==> src/rtl/jt49_bus_master.sv <==
// rtl/jt49_bus_master.sv - register read/write sequencer for an AY-3-8910 BDIR/BC1/DA bus
// Every bus output is a registered decode of the state, so pins trail the FSM by one clock.
module jt49_bus_master #(
   parameter int STB        = 2,
   parameter int RD_STB     = 4,
   parameter int GAP        = 1,
   parameter int ADDR_CACHE = 1
) (
   input  logic       clk,
   input  logic       rst_n,
   input  logic       req,
   input  logic       we,
   input  logic [3:0] addr,
   input  logic [7:0] wdata,
   input  logic       flush,
   output logic       busy,
   output logic       done,
   output logic [7:0] rdata,
   output logic       bdir,
   output logic       bc1,
   output logic [7:0] da_out,
   output logic       da_oe,
   input  logic [7:0] da_in
);

   typedef enum logic [2:0] {
      IDLE,
      ADDR,
      GAP_A,
      WR,
      RD,
      GAP_D,
      DONE
   } state_t;

   localparam logic [7:0] STB_LAST = 8'(STB - 1);
   localparam logic [7:0] RD_LAST  = 8'(RD_STB - 1);
   localparam logic [7:0] GAP_LAST = 8'(GAP - 1);

   state_t     state, state_d;
   logic [7:0] cnt;
   logic       accept;
   logic       hit;

   logic       we_q;
   logic [3:0] addr_q;
   logic [7:0] wdata_q;

   logic       cache_valid;
   logic [3:0] cache_addr;

   logic [1:0] bus_d;
   logic [7:0] da_out_d;
   logic       da_oe_d;
   logic       done_d;

   // busy stays high through the done cycle, so the FSM idling is not enough to accept
   always_comb begin
      accept = (state == IDLE) && !busy && req;
      hit    = (ADDR_CACHE != 0) && cache_valid && (cache_addr == addr);
   end

   always_comb begin
      state_d = state;
      case (state)
         IDLE: begin
            if (accept) begin
               if (!hit)
                  state_d = ADDR;
               else if (we)
                  state_d = WR;
               else
                  state_d = RD;
            end
         end
         ADDR:  if (cnt == STB_LAST) state_d = GAP_A;
         GAP_A: if (cnt == GAP_LAST) state_d = we_q ? WR : RD;
         WR:    if (cnt == STB_LAST) state_d = GAP_D;
         RD:    if (cnt == RD_LAST)  state_d = GAP_D;
         GAP_D: if (cnt == GAP_LAST) state_d = DONE;
         DONE:  state_d = IDLE;
         default: state_d = IDLE;
      endcase
   end

   always_ff @(posedge clk or negedge rst_n) begin
      if (!rst_n) begin
         state <= IDLE;
         cnt   <= 8'd0;
      end else begin
         state <= state_d;
         if (state_d != state || state == IDLE)
            cnt <= 8'd0;
         else
            cnt <= cnt + 8'd1;
      end
   end

   always_ff @(posedge clk or negedge rst_n) begin
      if (!rst_n) begin
         we_q    <= 1'b0;
         addr_q  <= 4'h0;
         wdata_q <= 8'h00;
         busy    <= 1'b0;
      end else begin
         if (accept) begin
            we_q    <= we;
            addr_q  <= addr;
            wdata_q <= wdata;
            busy    <= 1'b1;
         end else if (done) begin
            busy    <= 1'b0;
         end
      end
   end

   // flush has priority over the fill at the end of an address phase
   always_ff @(posedge clk or negedge rst_n) begin
      if (!rst_n) begin
         cache_valid <= 1'b0;
         cache_addr  <= 4'h0;
      end else begin
         if (state == ADDR && state_d == GAP_A)
            cache_addr <= addr_q;
         if (flush)
            cache_valid <= 1'b0;
         else if (state == ADDR && state_d == GAP_A)
            cache_valid <= 1'b1;
      end
   end

   always_comb begin
      bus_d    = 2'b00;
      da_out_d = da_out;
      da_oe_d  = 1'b0;
      done_d   = 1'b0;
      case (state)
         ADDR: begin
            bus_d    = 2'b11;
            da_out_d = {4'h0, addr_q};
            da_oe_d  = 1'b1;
         end
         GAP_A: begin
            da_out_d = {4'h0, addr_q};
            da_oe_d  = 1'b1;
         end
         WR: begin
            bus_d    = 2'b10;
            da_out_d = wdata_q;
            da_oe_d  = 1'b1;
         end
         RD: begin
            bus_d    = 2'b01;
         end
         GAP_D: begin
            da_oe_d  = we_q;
         end
         DONE: begin
            done_d   = 1'b1;
         end
         default: begin
            bus_d    = 2'b00;
         end
      endcase
   end

   always_ff @(posedge clk or negedge rst_n) begin
      if (!rst_n) begin
         bdir   <= 1'b0;
         bc1    <= 1'b0;
         da_out <= 8'h00;
         da_oe  <= 1'b0;
         done   <= 1'b0;
      end else begin
         {bdir, bc1} <= bus_d;
         da_out      <= da_out_d;
         da_oe       <= da_oe_d;
         done        <= done_d;
      end
   end

   // the pins still show 01 for one cycle after the FSM leaves RD: that is the last read cycle
   always_ff @(posedge clk or negedge rst_n) begin
      if (!rst_n)
         rdata <= 8'h00;
      else if ({bdir, bc1} == 2'b01 && state != RD)
         rdata <= da_in;
   end

endmodule

==> config.mk <==
export PLATFORM = sky130hd
export DESIGN_NAME = jt49_bus_master
export DESIGN_NICKNAME = d
export VERILOG_FILES = /design/src/rtl/jt49_bus_master.sv
export SDC_FILE = /design/constraint.sdc
export NUM_CORES = 1
export LEC_CHECK = 0
export ABC_AREA = 1
export ABC_CLOCK_PERIOD_IN_PS = 1800
export CAP_MARGIN = 15
export CORE_MARGIN = 2
export CORE_UTILIZATION = 46
export DETAILED_ROUTE_END_ITERATION = 10
export GPL_ROUTABILITY_DRIVEN = 0
export PLACE_DENSITY = 0.85
export REMOVE_ABC_BUFFERS = 1
export SETUP_SLACK_MARGIN = 0.5
export SLEW_MARGIN = 20
export SYNTH_ARGS = -nofsm -noshare
export SYNTH_HDL_FRONTEND = slang
export SYNTH_SLANG_ARGS = --single-unit
export TNS_END_PERCENT = 10
==> constraint.sdc <==
create_clock -name clk -period 1.8 [get_ports clk]
set_clock_uncertainty 0.2 [all_clocks]
set_input_delay 0.36 -clock clk [delete_from_list [all_inputs] [get_ports clk]]
set_output_delay 0.36 -clock clk [all_outputs]
set_load 0.01 [all_outputs]
==> impl.org, run 1 <==
** Place
- Post-placement worst setup slack :: -279 ps
- Detailed placement finished with a half-perimeter wire length of 3520 um.
- Buffers placed on the I/O ports in this run total 45.

** Timing
- Summed negative setup slack over all endpoints :: -623 ps
- For this run, the top clock speed supported by timing is 0.526 GHz.
- Measured against its own limit, the worst slew margin works out to 74.3%.
- Post-route fraction of the period consumed by the critical path :: 106%
- The final number of max-transition violations was 0.
- RSZ-0062 raised after global routing :: true
- For the finished layout, the period the worst path requires is 1900 ps.
- Setup violations remaining at the end of the flow were counted as 8.
- Final Hold Violating Endpoints :: 0
- In the post-route analysis, the smallest setup slack over all paths is -101 ps.
- At the pin with the least slew margin, the transition time is 382 ps.

** Synth
- Ranked by total cell area, the synthesized netlist is headed by dfrtp_1 53%, nand2_1 8.3%, o21ai_0 5.5%, inv_1 4.3%, mux2_2 4.3%.
- Share of synthesized area spent on multiplexers :: 4.30%
- Average size of a mapped cell :: 9.51 um2
- Yosys mapped the design onto 31 distinct sky130hd cell types.
- Simple-gate portion of the synthesized area :: 24.6%
- After Yosys synthesis, XOR and XNOR cells account for 2.60% of the synthesized area.
- Yosys top cell by area :: dfrtp_1
- Synthesized cell area :: 2360 um2
- Post-Syn Instances :: 248
- Dominant combinational cell family by area after synthesis :: simple AND/OR/NAND/NOR gates
- Arithmetic-cell share of the synthesized area counting full adders, half adders and majority gates :: 1.59%
- Fraction of synthesized cell area taken by the top area cell type :: 53.1%
- Sequential cell area fraction in the yosys report :: 53.1%
- For this run, the number of Yosys warnings is 0.
- The synthesized netlist devotes 7.91% of its cell area to compound gates.
- Register bit count reported by yosys :: 50

** Power and ir drop
- In this run the static leakage power is 1.53 nW.
- Power comes to 4.72 mW.
- P per Cell Area :: 1470 nW/um2
- Largest voltage drop on the vdd net :: 0.000914 V

** Outcome
- The checks that failed: setup timing.
- The run finished, with violations left.

** Floorplanning
- Number of rows in the core area :: 26
- Starting Density :: 47.1%
- The die is 75.6 um wide.
- The floorplan step defined a die boundary enclosing 5710 um2.
- Core box area :: 5010 um2
- 46 I/O pins were placed.
- Die height :: 75.6 um

** Min path
- Counting instances, the worst hold path has a depth of 1.
- In this run the most critical hold path is launched from done.
- Hold/Removal Path Class :: reg -> reg
- The worst hold path terminates at busy.

** Finish
- # fillers :: 424
- Layout overhead on the synthesized area :: 35.8%
- Cells fill 63.9% of the core in the end.
- Post-layout nets :: 344
- The repair_antennas step left the layout with diodes totalling 0.
- Of the cells placed in the final design, the portion with a size suffix greater than 1 is 37.9%.

** Worst setup path
- The worst register-to-register path has a depth of 10.
- Arrival time reported for the critical path endpoint :: 1930 ps
- STA classifies the critical path endpoint as a flop.
- At the worst endpoint, the required time is 1830 ps.
- Endpoint of the lowest-slack register-to-register path :: cnt[6]
- Of all nets on the critical path, the largest fanout is 8.
- The setup path with the least slack is of type reg -> reg.
- The worst register-to-register path has a setup slack of -100 ps.
- STA classifies the critical path startpoint as a flop.
- Reg-to-Reg Start :: cnt[1]

** Drt
- Total wirelength of the detailed-routed design :: 5090 um
- Drt first-iter violations :: 62
- The final route contains 1872 vias.
- After detailed routing, the number of remaining DRC violations is 0.
- Number of vias per cell after detailed routing :: 4.84
- Wire length per cell :: 13.1 um
- Initial DRT Pass Iterations :: 4
- The count of nets left with antenna violations once routing finished came out at 0.

** Clocking
- Clock buffer count from CTS :: 5
- The H-tree generated during clock tree synthesis spans 2 levels.
- Root Driver :: clkbuf_8
- Clock tree from TritonCTS :: done
- Counting along the longest clock path gives a buffer depth of 2.
- Clk_lat worst skew :: 300 ps
- Clock-pin slew was measured on the worst setup and hold paths at 90 ps.
- The tree built by TritonCTS fans out to 50 sinks.

** Flow run
- Across the run, the number of max-cap violations was 0.

** Global route
- The number of antenna violations at the first check in global routing came to 0.
- Entering global routing, the biggest net connects 34 pins.
- Wire length of the first global-routing pass :: 8070 um
- The total overflow left after global routing is 0.
- For this run, the total global-route usage over all layers was measured as 18.9%.
- The number of global-route vias before repair was 1799.
cells in the final DEF, fill, tap and decap left out, types with 3 or more instances in the layout:
| master | synthesis | final |
|---|---|---|
| a21oi_1 | 5 | 5 |
| buf_2 | 1 | 19 |
| buf_4 | 0 | 15 |
| buf_6 | 1 | 3 |
| clkbuf_8 | 0 | 5 |
| clkdlybuf4s50_1 | 0 | 23 |
| dfrtp_1 | 50 | 47 |
| dfrtp_2 | 0 | 3 |
| inv_1 | 27 | 25 |
| inv_2 | 2 | 4 |
| mux2_2 | 9 | 9 |
| nand2_1 | 52 | 40 |
| nand2_2 | 3 | 12 |
| nand2_4 | 4 | 7 |
| nand3_1 | 8 | 8 |
| nand3b_1 | 3 | 3 |
| nand4_1 | 3 | 3 |
| nor2_1 | 16 | 8 |
| nor2_2 | 7 | 11 |
| nor2_4 | 0 | 4 |
| nor3_2 | 8 | 7 |
| o21ai_0 | 26 | 14 |
| o21ai_1 | 3 | 6 |
| o21ai_2 | 0 | 9 |
| xor2_1 | 5 | 5 |
registers in the layout (all words and copies together), names as in the netlist, 3 cells and up:
name,count
cnt,8
cache_addr,4
wdata_q,8
da_out,8
state,3
addr_q,4
rdata,8
where the power goes:
group          leakage, nW  switching [mW]  internal, mW
Combinational        0.852            1.28         0.977
Sequential           0.632           0.264          1.56
Clock               0.0452           0.356         0.274
Total                 1.53            1.90          2.81
critical path, cell delays in order, from the launching register on:
cell	delay [ps]
dfrtp_1	420
inv_2	120
ha_4	140
nand2_2	80
o21ai_2	160
nand2_1	110
nor2_2	140
nand3_1	100
nand2_2	90
nand2_4	100
nor3_2	160
routing by layer:
metal	vias up	share of wire (%)	global-route usage, %
met5	-	0	0
met4	0	1.8	7.60
met3	7	3.5	4.10
met2	41	51	31.0
met1	891	44	24.5
li1	933	-	-
what timing repair did:
action                                  4_1_cts  5_1_grt
endpoints found under the setup margin       67      102
pin swaps                                     7       18
endpoints found under the hold margin        17        0
gates resized for setup                     109       42
hold buffers                                  1        0
setup buffers                                 2        3
cells in the mapped netlist:
| cell type | count |
|---|---|
| a21oi_1 | 5 |
| buf_2 | 1 |
| nand3_1 | 8 |
| a21boi_0 | 1 |
| mux2_2 | 9 |
| nand3b_1 | 3 |
| nand2_1 | 52 |
| dfrtp_1 | 50 |
| nor2_2 | 7 |
| clkbuf_2 | 1 |
| inv_2 | 2 |
| o21ai_0 | 26 |
| nand2b_1 | 1 |
| nor3_2 | 8 |
| nand3b_2 | 1 |
| ha_1 | 3 |
| o21ai_1 | 3 |
| nand2_2 | 3 |
| nor2_1 | 16 |
| buf_6 | 1 |
| clkinv_4 | 1 |
| nor3_1 | 1 |
| inv_1 | 27 |
| nand3_2 | 1 |
| nand3_4 | 1 |
| xor2_1 | 5 |
| nand4_1 | 3 |
| a22o_1 | 1 |
| and2_1 | 1 |
| xnor2_1 | 2 |
| nand2_4 | 4 |
cell type report:
class / count / area [um2] / area share [%]
multi-input cells: 165 / 1130 / 35.2
repair buffers: 64 / 529 / 16.5
clock buffers: 6 / 72.6 / 2.27
clock inverters: 2 / 13.8 / 0.430
inverters: 30 / 118 / 3.67
flip-flops and latches: 50 / 1250 / 39.2
well taps: 70 / 87.6 / 2.74
metrics by stage:
stage / cells / hold WS [ps] / area [um2]
2_1_floorplan: 245 / -136 / 2340
3_3_place_gp: 373 / 112 / 2980
3_5_place_dp: 373 / 122 / 2980
4_1_cts: 384 / 286 / 3050
5_1_grt: 387 / 295 / 3200
6_report: 387 / 265 / 3200
kinds of logic after synthesis:
family,Yosys count
simple gates,110
flops,50
compound gates,36
buf+inv,33
mux,9
xor+xnor,7
fa+ha+maj,3
worst max-delay path by stage:
stage               startpoint     end  depth (start not counted)
global route            cnt[1]  cnt[0]                         10
finish                  cnt[1]  cnt[6]                         10
CTS                     cnt[0]  cnt[6]                         10
detailed placement     addr[1]  cnt[0]                         11
floorplan             state[2]  cnt[0]                          9
global placement       addr[0]  cnt[2]                         11
No activity file was read; power rests on OpenSTA's default activity.
==> run 2: changes to the inputs <==
- CORE_UTILIZATION: 46 -> 48
- CTS_BUF_LIST: default -> sky130_fd_sc_hd__clkbuf_4 sky130_fd_sc_hd__clkbuf_8
- PLACE_DENSITY: 0.85 -> 0.88
==> impl.org, run 2 (synthesized netlist as in run 1, its figures left out) <==
** Outcome
- The flow ran to the end, but the final reports show violations.
- Violated checks :: setup timing

** Finish
- Of the cells placed in the final design, the portion with a size suffix greater than 1 is 43.0%.
- The top cell types in the final layout, fill and taps aside, are 48 x dfrtp_1, 28 x nand2_1, 24 x inv_1, 23 x clkdlybuf4s50_1, 20 x buf_2.
- For this run, the post-layout net count is 348.
- Measured on the finished design, the core utilization comes to 71.8%.
- Fin area :: 3390 um2
- The repair_antennas step left the layout with diodes totalling 0.
- Most common cell after layout, fill and taps aside :: dfrtp_1
- Compared with the post-synthesis result, the final layout area differs by 43.9%.

** Drt
- Drt first-iter violations :: 171
- Summed over all layers, the routed wires come to 6210 um.
- The detail route stage leaves a number of antenna-violating nets equal to 0.
- In the routed layout, each cell is associated on average with a via count of 5.31.
- Residual DRC count :: 0
- Across all layers, the routed design uses 2060 vias.
- After detailed routing, the average wire length per cell comes to 16.0 um.
- Initial DRT Pass Iterations :: 5

** Worst setup path
- Together, buffers and inverters on the worst path number 1.
- Kind of start point of the critical path :: flop
- By startpoint and endpoint, the worst setup path is classified as reg -> reg.
- Last element of the critical path :: cnt[1]
- In this run the worst path has a maximum fanout of 8.
- Arrival time reported for the critical path endpoint :: 2010 ps
- Counting buffers and inverters, the worst setup path is 10 cells deep.
- Depth of the worst register-to-register path :: 10
- The worst register-to-register path has a setup slack of -190 ps.
- Critical Path, Cell by Cell :: inv_1, ha_2, nand2_4, o21ai_1, nand2_1, nor2_4, nand3_2, nand2_2, nand2_4, nor3_2
- The worst setup path is captured at a flop.
- Dominant cell type by count on the critical path :: nand2_4
- Largest incremental delay on the critical path :: 440 ps
- The slowest stage of the critical path belongs to the cell dfrtp_1.
- Tracing the worst setup path back leads to its startpoint at cnt[0].
- Reg-to-Reg Start :: cnt[0]
- Cell type group with the largest total delay on the critical path :: simple AND/OR/NAND/NOR gates
- At the worst endpoint, the required time is 1830 ps.
- In this run the critical register-to-register path is captured at cnt[1].

** Floorplanning
- The core region is 4720 um2.
- 46 I/O pins were placed.
- Die height :: 74.1 um
- The floorplan step set the die width to 74.1 um.
- After floorplanning, the core was divided into 25 placement rows.
- The die covers 5490 um2.
- Once the floorplan was initialized, standard cells occupied 49.9% of the core.

** Clocking
- Number of clock sinks :: 50
- Clk_lat worst skew :: 310 ps
- TritonCTS built the clock tree.
- Number of buffers on the longest clock path :: 2
- In this run the clock root is driven by a clkbuf_8.
- After clock tree synthesis, the clock-pin slew on the worst setup and hold paths is 90 ps.
- Counting the buffers created by CTS gives 5.
- H-tree lvl count :: 2

** Global route
- For this run, global-route usage on met3 was measured as 2.71%.
- Entering global routing, the biggest net connects 51 pins.
- Wire length of the first global-routing pass :: 9030 um
- The number of global-route vias before repair came to 1901.
- Most used routing layer :: met2
- The number of antenna violations at the first check in global routing is 0.
- Global Route Usage Sum :: 21.6%
- M1 GR Usage :: 29.6%
- Met2 global-route usage :: 35.0%
- The total overflow left after global routing is 0.

** Timing
- Setup violations remaining at the end of the flow were counted as 8.
- The final number of hold-violating endpoints came to 0.
- Max Transition Viols Final :: 0
- Highest clock frequency the design can meet :: 0.504 GHz
- Post-route setup slack :: -185 ps
- RSZ-0062 raised after global routing :: true
- Min cycle time layout :: 1990 ps
- At the pin with the least slew margin, the transition time is 281 ps.
- The tightest hold path in the finished design has a slack of 257 ps.
- The worst path uses 110% of the clock period.
- Worst rel slew slack :: 81.2%

** Flow run
- Number of max-cap violations :: 0

** Power and ir drop
- Across the VDD grid, the largest voltage drop is 0.000789 V.
- Power spread over the standard cell area amounts to 1580 nW/um2.
- After layout, the design draws a total of 5.36 mW.
- In this run the static leakage power is 1.67 nW.

** Min path
- Hold/Removal Path Class :: reg -> reg
- Counting instances, the worst hold path has a depth of 1.

** Place
- Buffers placed on the I/O ports in this run total 45.
- After legalization and detailed placement, the total HPWL measured 3390 um.
- Placed inst area :: 2950 um2
- Prior to clock tree synthesis, the placed netlist has a worst setup slack of -264 ps.
-- run 2: power by group --
group          internal [mW]  total [mW]  switching (mW)
clock network          0.430       0.802           0.372
registers               1.56        1.87           0.309
logic                   1.16        2.69            1.53
-- run 2: repair_timing --
action	4_1_cts	5_1_grt
cloned	2	0
endpoints found under the setup margin	67	68
hold buffers	1	0
hold endpoints to repair	50	0
resized for setup	162	38
setup buffers	7	3
pin swaps	23	33
-- run 2: worst min path at each step --
stage,start,end
2_1_floorplan,rst_n,addr_q[0]
3_3_place_gp,rst_n,rdata[7]
3_5_place_dp,rst_n,rdata[7]
4_1_cts,done,busy
5_1_grt,done,busy
6_report,done,busy
-- run 2: layout make-up --
cell class	count	area [um2]
Fill cell	318	1330
Sequential cell	50	1250
Multi-Input combinational cell	166	1250
Timing Repair Buffer	67	572
Inverter	30	120
Tap cell	67	83.8
Clock buffer	6	76.3
Clock inverter	2	37.5
-- run 2: metrics by stage --
stage | instances | TNS (ps)
after floorplan | 245 | 0
after global placement | 367 | -1970
after detailed placement | 367 | -2950
after CTS | 385 | -79.8
after global routing | 388 | -2250
final | 388 | -1230
-- run 2: worst register-to-register path: cells and delay by family (launching register included) --
family / cells / cell delay, ps
simple gates: 7 / 810
buf+inv: 1 / 90
flops: 1 / 440
compound gates: 1 / 180
fa+ha+maj: 1 / 190
-- run 2: metal layers --
metal	wire (um)	vias to the layer above
met5	0	-
met4	183	0
met2	2970	104
li1	-	944
met3	463	18
met1	2580	994
==> run 3: changes to the inputs <==
- CORE_ASPECT_RATIO: default -> 0.6
==> impl.org, run 3 (synthesized netlist as in run 1, its figures left out) <==
** Timing
- Setup violations remaining at the end of the flow were counted as 8.
- Min cycle time layout :: 1870 ps
- The worst pin sits at a relative slew slack of 65.6%.
- Final Hold Violating Endpoints :: 0
- Slew @ Worst Pin :: 515 ps
- Once routing completed, OpenROAD measured the worst setup slack at -74.7 ps.
- Post-route fraction of the period consumed by the critical path :: 104%
- Worst Hold Slack :: 258 ps
- Based on the critical path, the design can be clocked at up to 0.533 GHz.
- Setup repair after global routing could not meet its margin everywhere.
- Summed negative setup slack over all endpoints :: -487 ps
- The final number of max-transition violations came to 0.

** Drt
- Final ANT Viol Nets :: 0
- Wire length per cell :: 16.0 um
- The routed design has 6250 um of wire.
- Drt first-iter violations :: 138
- The routed layout has 2046 vias.
- The first detailed-routing pass ran for 4 iterations.
- For this run, design rule violations remaining after detail routing come to 0.
- After detailed routing, the number of vias per cell comes to 5.25.

** Worst setup path
- The worst register-to-register path begins at state[1].
- Data arrives at the worst endpoint at 1900 ps.
- Data required time of the worst path :: 1820 ps
- Counting cells, the worst reg-to-reg path comes to 10.
- Along the worst path, the maximum fanout reaches 8.
- Category of the most critical setup path :: reg -> reg
- The most critical setup path has its endpoint at cnt[2].
- Tracing the worst setup path back leads to its startpoint at state[1].
- Across all register-to-register paths, the minimum setup slack is -70 ps.
- Endpoint of the lowest-slack register-to-register path :: cnt[2]
- The worst setup path is launched from a flop.
- Crit. End Element :: flop

** Outcome
- The flow ran to the end, but the final reports show violations.
- The checks that failed: setup timing.

** Finish
- # fillers :: 315
- Leaving out fill and tap cells, the most frequent cell in the layout is dfrtp_1.
- Number of antenna diodes :: 0
- Fraction of the core area covered by cells at the end of the flow :: 72.3%
- Fraction of layout cells with a size suffix above 1 :: 43.7%
- Top library cells by usage in the layout, fill and taps aside :: 47 x dfrtp_1, 30 x nand2_1, 24 x inv_1, 24 x buf_4, 23 x clkdlybuf4s50_1
- Number of standard cells in the layout, taps in and fillers out :: 390
- Layout overhead on the synthesized area :: 42.8%
- Post-layout nets :: 354

** Floorplanning
- The die is 58.3 um tall.
- Number of I/O pins :: 46
- The total area inside the core boundary comes to 4660 um2.
- The initial utilization of the core area, before any placement, comes to 50.6%.
- Row generation in the floorplan step produced 19 rows.
- Die area :: 5510 um2
- The floorplan step set the die width to 94.5 um.

** Power and ir drop
- Overall power consumption after layout is estimated at 5.04 mW.
- Per report_power, the combinational group accounts for 49.6% of the total.
- Cell internal power dissipation :: 2.95 mW
- Summed over all cells, the static leakage comes to 1.62 nW.
- In this run switching power makes up 41.5% of total power.
- Sequential cells account for 36.6% of the total power.
- Clock power share :: 13.8%
- Largest voltage drop on the vdd net :: 0.000886 V
- The analysis attributes to net switching a power of 2.09 mW.
- P per Cell Area :: 1500 nW/um2

** Clocking
- CTS built an H-tree with a depth of 2.
- Counting the buffers created by CTS gives 5.
- The later pin in the worst-skew pair is clocked with a latency of 300 ps.
- Number of buffers on the longest clock path :: 2
- Counting every sink on the clock net gives 50.
- Root Driver :: clkbuf_8
- Post-CTS clock slew at the launch and capture registers of the worst setup and hold paths :: 90 ps
- TritonCTS built the clock tree.

** Place
- DP Cell Count :: 373
- Port Buf Inserts :: 45
- HPWL after detailed placement :: 3780 um

** Flow run
- Max-cap violations in this run came to 0.

** Global route
- The number of antenna violations at the first check in global routing is 0.
- The first global-routing pass estimated 9190 um of wire.
- Number of global-route vias before repair :: 1964
- Entering global routing, the biggest net connects 51 pins.
- Grt total ovfl :: 0
- For this run, the total global-route usage over all layers was measured as 22.0%.

** Min path
- Hold/Removal Path Class :: reg -> reg
- In this run the most critical hold path is launched from done.
-- run 3: how the worst min path moves through the flow --
stage,to,slack [ps],cells past startpoint
after detailed placement,state[0],170,2
after global placement,state[0],160,2
after global routing,busy,270,1
after floorplan,addr_q[0],-140,0
after CTS,busy,270,1
final,busy,260,1
-- run 3: power by group through the flow --
| stage | registers [mW] | clock network (mW) | logic (mW) |
|---|---|---|---|
| 6_report | 1.84 | 0.696 | 2.50 |
| 4_1_cts | 1.80 | 0.706 | 2.22 |
| 3_3_place_gp | 1.80 | 0 | 2.08 |
| 3_5_place_dp | 1.83 | 0 | 2.14 |
| 5_1_grt | 1.88 | 0.764 | 2.72 |
| 2_1_floorplan | 1.87 | 0 | 1.17 |
-- run 3: area by class of cell --
type                       instances  area, um2  share of cell area [%]
sequential                        50       1250                    37.3
multi-input combinational        165       1210                    35.9
clock inverter                     2       16.3                   0.483
tap                               63       78.8                    2.34
inverter                          30        118                    3.49
timing repair buffer              74        609                    18.1
clock buffer                       6       82.6                    2.45
-- run 3: per-layer routing --
layer | vias up | routed length [um] | global-route usage, %
li1 | 952 | - | -
met1 | 1002 | 2760 | 32.3
met2 | 81 | 2980 | 34.4
met3 | 11 | 421 | 5.07
met4 | 0 | 81 | 3.93
met5 | - | 0 | 0
-- run 3: stage by stage --
step           instance area [um2]  setup slack [ps]
2_1_floorplan                 2340               119
3_3_place_gp                  3020              -249
3_5_place_dp                  3020              -319
4_1_cts                       3170             -45.2
5_1_grt                       3370              -180
6_report                      3370             -74.7
-- run 3: worst max-delay path, stage by stage, from the launching register on --
cell and delay [ps]:
dfrtp_2 470, nand2_1 130, buf_4 130, nor2_4 40, inv_1 130, nand2_2 80, nor2_4 140, nand3_2 100
nand2_2 80, nand2_4 100, nor3_2 180
-- run 3: repair_timing --
action | in CTS | in global routing
endpoints found under the hold margin | 50 | 0
hold buffers | 1 | 0
gates resized for setup | 130 | 45
pin swaps | 17 | 33
setup endpoints to repair | 68 | 69
buffers inserted | 4 | 4
